`src/rtl/mod_mul.sv`:
```
// mod_mul: pipelined Barrett modular multiplier, c = (a*b) mod q.
// Two hard-wired moduli are selected per operation: Q_DIL (select_i=0) or
// Q_KYB (select_i=1). One op per clock, results in issue order.
// Optional build macro MOD_MUL_OUT_REG_EN adds one output register stage
// (latency 4 instead of 3).
module mod_mul #(
  parameter int unsigned WIDTH = 23,
  parameter int unsigned Q_DIL = 8380417,
  parameter int unsigned Q_KYB = 3329
) (
  input  logic             clk_i,
  input  logic             rst_ni,
  input  logic             valid_i,
  input  logic [WIDTH-1:0] a_i,
  input  logic [WIDTH-1:0] b_i,
  input  logic             select_i,
  output logic             valid_o,
  output logic [WIDTH-1:0] c_o
);

  // Product width and Barrett shift; k = product width keeps r below 2q.
  localparam int unsigned PW    = 2 * WIDTH;
  localparam int unsigned K     = PW;
  localparam int unsigned Q_MIN = (Q_KYB < Q_DIL) ? Q_KYB : Q_DIL;
  localparam int unsigned Q_MAX = (Q_KYB < Q_DIL) ? Q_DIL : Q_KYB;
  // m = floor(2^k/q) and qhat both fit in MW bits for the smaller modulus.
  localparam int unsigned MW    = K - $clog2(Q_MIN) + 1;
  // Remainder width with headroom for r < 3q.
  localparam int unsigned RW    = $clog2(Q_MAX) + 2;
  localparam int unsigned XW    = PW + MW;

  localparam logic [63:0]    M_DIL_64 = (64'd1 << K) / 64'(Q_DIL);
  localparam logic [63:0]    M_KYB_64 = (64'd1 << K) / 64'(Q_KYB);
  localparam logic [MW-1:0]  M_DIL    = MW'(M_DIL_64);
  localparam logic [MW-1:0]  M_KYB    = MW'(M_KYB_64);
  localparam logic [RW-1:0]  Q_DIL_R  = RW'(Q_DIL);
  localparam logic [RW-1:0]  Q_KYB_R  = RW'(Q_KYB);

  // Stage registers
  logic             v1, v2, v3;
  logic             sel1, sel2, sel3;
  logic [WIDTH-1:0] a1, b1;
  logic [PW-1:0]    p2, p3;
  logic [MW-1:0]    qhat3;

  // Stage-3 result register
  logic             res_v;
  logic [WIDTH-1:0] res_c;

  // Combinational datapath
  logic [MW-1:0]    m_sel;
  logic [XW-1:0]    prod_pm;
  logic [MW-1:0]    qhat_n;
  logic [RW-1:0]    q_sel;
  logic [RW-1:0]    r0, r1, r2;
  logic [WIDTH-1:0] c_n;

  // Barrett estimate for the modulus travelling with stage 2.
  always_comb begin
    m_sel   = sel2 ? M_KYB : M_DIL;
    prod_pm = XW'(p2) * XW'(m_sel);
    qhat_n  = MW'(prod_pm >> K);
  end

  // Remainder (only low RW bits matter since r < 2^RW) and final correction.
  always_comb begin
    q_sel = sel3 ? Q_KYB_R : Q_DIL_R;
    r0    = RW'(p3) - (RW'(qhat3) * q_sel);
    r1    = (r0 >= q_sel) ? (r0 - q_sel) : r0;
    r2    = (r1 >= q_sel) ? (r1 - q_sel) : r1;
    c_n   = WIDTH'(r2);
  end

  // Valid pipeline; reset discards everything in flight.
  always_ff @(posedge clk_i) begin
    if (!rst_ni) begin
      v1 <= 1'b0;
      v2 <= 1'b0;
      v3 <= 1'b0;
    end else begin
      v1 <= valid_i;
      v2 <= v1;
      v3 <= v2;
    end
  end

  // Data pipeline; select stays aligned with its operands.
  always_ff @(posedge clk_i) begin
    a1    <= a_i;
    b1    <= b_i;
    sel1  <= select_i;
    p2    <= PW'(a1) * PW'(b1);
    sel2  <= sel1;
    p3    <= p2;
    qhat3 <= qhat_n;
    sel3  <= sel2;
  end

  // Stage-3 result register; c holds its value across bubbles.
  always_ff @(posedge clk_i) begin
    if (!rst_ni) begin
      res_v <= 1'b0;
      res_c <= '0;
    end else begin
      res_v <= v3;
      if (v3) begin
        res_c <= c_n;
      end
    end
  end

`ifdef MOD_MUL_OUT_REG_EN
  logic             out_v;
  logic [WIDTH-1:0] out_c;

  // Extra output register stage.
  always_ff @(posedge clk_i) begin
    if (!rst_ni) begin
      out_v <= 1'b0;
      out_c <= '0;
    end else begin
      out_v <= res_v;
      if (res_v) begin
        out_c <= res_c;
      end
    end
  end

  assign valid_o = out_v;
  assign c_o     = out_c;
`else
  assign valid_o = res_v;
  assign c_o     = res_c;
`endif

endmodule

```
`config.mk`:
```
export PLATFORM = sky130hd
export DESIGN_NAME = mod_mul
export DESIGN_NICKNAME = d
export VERILOG_FILES = /design/src/rtl/mod_mul.sv
export SDC_FILE = /design/constraint.sdc
export NUM_CORES = 2
export LEC_CHECK = 0
export BUFFER_PORTS_ARGS = -buffer_cell sky130_fd_sc_hd__buf_2
export CAP_MARGIN = 40
export CORE_MARGIN = 2
export CORE_UTILIZATION = 30
export CTS_BUF_LIST = sky130_fd_sc_hd__clkbuf_16
export CTS_CLUSTER_DIAMETER = 60
export DETAILED_ROUTE_END_ITERATION = 12
export MAX_ROUTING_LAYER = met4
export REMOVE_ABC_BUFFERS = 1
export SYNTH_ARGS = -nofsm -noshare
export SYNTH_HDL_FRONTEND = slang
export SYNTH_SLANG_ARGS = --single-unit
```
`constraint.sdc`:
```
create_clock -name clk_i -period 30 [get_ports clk_i]
set_input_delay 1.5 -clock clk_i [delete_from_list [all_inputs] [get_ports clk_i]]
set_output_delay 1.5 -clock clk_i [all_outputs]
set_load 0.05 [all_outputs]
```
; Yosys cells after proc, flatten, opt, wreduce, memory -nomap -nowiden
; Index checks and enable logic that the tools add are counted.
[totals]
word_cells = 25
latchBits = 0
mem_bits_ro = 0
n_memories = 0
regBits = 172
out_inout_bits = 24
ram_bits = 0
inputBits = 50
[classes]
bitwise = 0
order_cmp = 2
eq_ne = 0
n_addsub = 3
reduce_logical = 0
div = 0
n_mux = 4
mul = 3
n_shift = 0
[op_table]
columns = operator, count
row1 = $mul A46 B35 Y71, 1
row2 = $ge A25 B23 Y1, 2
row3 = $mul A23 B23 Y46, 1
row4 = $mux W23, 2
row5 = $mux W35, 1
row6 = $mul A25 B23 Y25, 1
row7 = $mux W25, 1
row8 = $sub A25 B23 Y25, 1
row9 = $sub A25 B25 Y25, 1
row10 = $sub A23 B23 Y23, 1

; Longest topological paths before layout
[depth]
depth_word = 7
depth_mapped = 50
ltp_nobuf = 46

; Worst setup path after synthesis
; OpenSTA, ideal clock, no wires.
[synth_path]
path_type = reg2reg
start = reg sel3
end = reg res_c[7] (netlist: c_o[7])
arrival_time_ps = 10141
n_path_buf = 4
stages_incl_launch_ff = 44
path_slack_ps = 19742
setup_time_ps = 117
period_less_slack_ps = 10258
t_required_ps = 29883
cell_sequence = dfxtp_1 > clkbuf_1 > clkbuf_1 > and2_1 > ha_1 > fa_1 > inv_1 > fa_1 > fa_1 > fa_1 > fa_1 > inv_1 > fa_1 > inv_1 > ha_1 > nor2b_1 > o21ai_0 > o21ai_2 > [... 8 more ...] > nand4_1 > nor2_1 > nand4_1 > o21a_2 > and2_4 > clkbuf_1 > clkbuf_1 > nand2_1 > o21ai_0 > ha_1 > and3_1 > nand3_1 > nor3_1 > nand4_1 > o221ai_1 > o21ai_4 > or3_1 > a32o_1
[synth_via]
elab_chain_len = 7
word_cells_on_any_way = 9
cone_classes = 3 x add/sub / 1 x mul / 2 x order compare / 3 x mux
[synth_lines]
columns = item, line
row1 = from (decl), 41  ; logic sel1, sel2, sel3;
row2 = from (signal assigned), 96  ; sel3 <= sel2;
row3 = $mux W23 *, 67  ; q_sel = sel3 ? Q_KYB_R : Q_DIL_R;
row4 = $mul A25 B23 Y25, 68  ; r0 = RW'(p3) - (RW'(qhat3) * q_sel);
row5 = $sub A25 B25 Y25, 68
row6 = $sub A25 B23 Y25 / $ge A25 B23 Y1 (equally long branches), 69  ; r1 = (r0 >= q_sel) ? (r0 - q_sel) : r0;
row7 = $mux W25, 69
row8 = $ge A25 B23 Y1 / $sub A23 B23 Y23 (equally long branches), 70  ; r2 = (r1 >= q_sel) ? (r1 - q_sel) : r1;
row9 = $mux W23 *, 70
row10 = to (signal assigned), 107  ; res_c <= c_n;
row11 = to (decl), 48  ; logic [WIDTH-1:0] res_c;
; Every way passes the cells marked *; elsewhere a longest branch is shown, timed or not.
; A chain may end at the register's enable or synchronous reset.

; Final worst setup path
[layout_path]
start = reg sel3
end = reg res_c[6] (netlist: c_o[6])
; Same word-level chain as after synthesis.

==> flow_metrics.env <==
export IMPL_dieArea_um2=192000
export IMPL_post_drt_via_cell_ratio=4.55
export IMPL_vias=38044
export IMPL_nNetsFinal=8033
export IMPL_antenna_left=0
export IMPL_rsz0062_at_grt="false"
export IMPL_tightestPinTransition_ns=0.940
export IMPL_cts_made_buffers=17
export IMPL_mostFrequentLayoutCells="inv_1, fa_1, ha_1"
export IMPL_drt_iter0_drc=2195
export IMPL_synth_seq_cells=172
export IMPL_cts_hold_buf=0
export IMPL_max_slew_margin_rel_pct=37.3
export IMPL_slowest_stage="o21a_1"
export IMPL_first_global_vias=42323
export IMPL_crit_family="adder cells"
export IMPL_netlist_instances=5857
export IMPL_core_rowCount=159
export IMPL_cts_resized=0
export IMPL_cts_buffer_depth=2
export IMPL_start_util_pct=30.2
export IMPL_antenna_found_initial=7
export IMPL_async_flop_share_pct=0
export IMPL_grtUsageTotal_pct=16.6
export IMPL_r2r_cells=42
export IMPL_layout_commonest_cell="inv_1"
export IMPL_netlist_area_um2=56600
export IMPL_finalCriticalPeriod_ns=11.29
export IMPL_path_clk_slew_ns=0.09
export IMPL_skew_ns=0.0251
export IMPL_layout_drive_gt1_share_pct=4.53
export IMPL_cp_depth=42
export IMPL_drc_errors=0
export IMPL_crit_arrival_ns=11.72
export IMPL_seq_area_frac_synth_pct=6.08
export IMPL_synthFlopType="dfxtp_1"
export IMPL_area_growth_pct=7.27
export IMPL_ys_warn_count=0
export IMPL_drv_cap=0
export IMPL_antennaDiodeCount=0
export IMPL_setup_tns_final_ns=0
export IMPL_grt_max_degree=65
export IMPL_status="finished clean"
export IMPL_overflow=0
export IMPL_dp_hpwl_um=127000
export IMPL_cts_tree="yes"
export IMPL_ios=74
export IMPL_dp_slack_ns=18.78
export IMPL_fill_cells=19295
export IMPL_cts_setup_buffers=0
export IMPL_worst_path_max_fanout=49
export IMPL_post_drt_wl_per_cell_um=17.8
export IMPL_synth_edf_count=0
export IMPL_grt_pass1_wl_um=240000
export IMPL_regArea_um2=3440
export IMPL_critPathRequiredTime_ns=30.44
export IMPL_crit_buf_inv=6
export IMPL_setup_violations=0
export IMPL_critical_path_most_common_cell="fa_1"
export IMPL_multi_input_area_um2=46300
export IMPL_dp_cells=8331
export IMPL_hold_depth=0
export IMPL_finalWorstSetupSlack_ns=18.71
export IMPL_final_util_pct=32.4
export IMPL_wl_um=149000
export IMPL_fin_crit_sh_pct=37.6
export IMPL_gp_congestion=0.936
export IMPL_die_w_um=438
export IMPL_endpoint_kind="register"
export IMPL_cts_sinks=172
export IMPL_fmax_ghz=0.0886
export IMPL_crit_type="register to register"
export IMPL_maxSlewViolCount=0
export IMPL_synth_cell_types=95
export IMPL_fp_dieH_um=438
export IMPL_htreeDepth=4
export IMPL_root_buffer="clkbuf_16"
export IMPL_cp_slowest_stage_delay_ns=0.64
export IMPL_first_pass_iters=6
export IMPL_core_area_um2=188000
export IMPL_critPathLaunchType="register"
export IMPL_hold_viol=0
export IMPL_synth_avg_cell_area_um2=9.66
export IMPL_clock_latency_ns=0.56
export IMPL_hp_class="register to register"
export IMPL_port_buffers=73
export IMPL_finalNonFillerCells=8363
-- final timing paths --
path	startpoint	to	slack (ns)
worst max-delay path	sel3$_DFF_P_	c_o[6]$_SDFFE_PN0P_	18.71
worst min-delay path	sel1$_DFF_P_	sel2$_DFF_P_	0.37
worst max register to register	sel3$_DFF_P_	c_o[6]$_SDFFE_PN0P_	18.71
worst min register to register	sel1$_DFF_P_	sel2$_DFF_P_	0.37
-- worst register-to-register path, delay by kind of cell (launching register included) --
kind,cells,cell delay [ns]
simple gates,16,2.98
buf+inv,6,1.27
compound gates,10,2.45
flops,1,0.31
fa+ha+maj,9,4.06
xor+xnor,1,0.12
-- sequential cells by signal (all words and copies together), names as in the netlist --
signal,cells
sel1,1
v3,1
sel2,1
a1,23
p2,46
b1,23
v1,1
c_o,23
sel3,1
valid_o,1
p3,25
qhat3,25
v2,1
-- synthesized netlist by cell type (all sizes together), types with 20 or more instances --
master  count  area (um2)
inv      1653        6200
fa       1285       25700
ha        843       10500
nand2     489        1850
and2      232        1450
dfxtp     172        3440
clkbuf    164         616
a21oi     127         647
xnor2     122        1090
o21ai     101         536
nor2      100         378
nor2b      72         450
a21o       62         465
or2        50         313
nand3      39         208
nor3       38         201
xor2       33         289
nand2b     27         169
a31oi      23         144
o21a       20         151
-- logic make-up (layout without fill, tap and decap cells) --
kind of cell	after synthesis	in the layout	synth area share (%)
adder cells (fa/ha/maj)	2128	2128	64.1
XOR/XNOR	155	155	2.43
AND/OR/NAND/NOR	1121	1121	9.80
flip-flops	172	172	6.08
other	2	7	0.0133
multiplexers	10	10	0.183
buffers and inverters	1827	1833	12.2
AO/OA/AOI/OAI	442	442	5.19
-- layer usage --
layer,vias up,global-route usage [%],wire length [um]
li1,17460,-,-
met1,19382,21.2,64600
met2,1025,27.6,71900
met3,177,2.77,9060
met4,0,3.87,3560
met5,-,-,0
-- area by class of cell --
class / count / share of cell area [%]
multi-input cells: 3863 / 76.2
flip-flops and latches: 172 / 5.67
clock buffers: 17 / 0.701
well taps: 2495 / 5.14
clock inverters: 15 / 0.289
repair buffers: 147 / 1.77
inverters: 1654 / 10.2
-- per-stage QoR --
step	hold slack, ns	cell area [um2]
finish	0.368	60700
global route	0.378	60700
CTS	0.385	60700
detailed placement	0.370	60100
global placement	0.373	59800
floorplan	0.310	55900
Power is left out: the tool's default activity adds up to more than one toggle a clock period on the data nets, which glitch-free logic cannot reach.
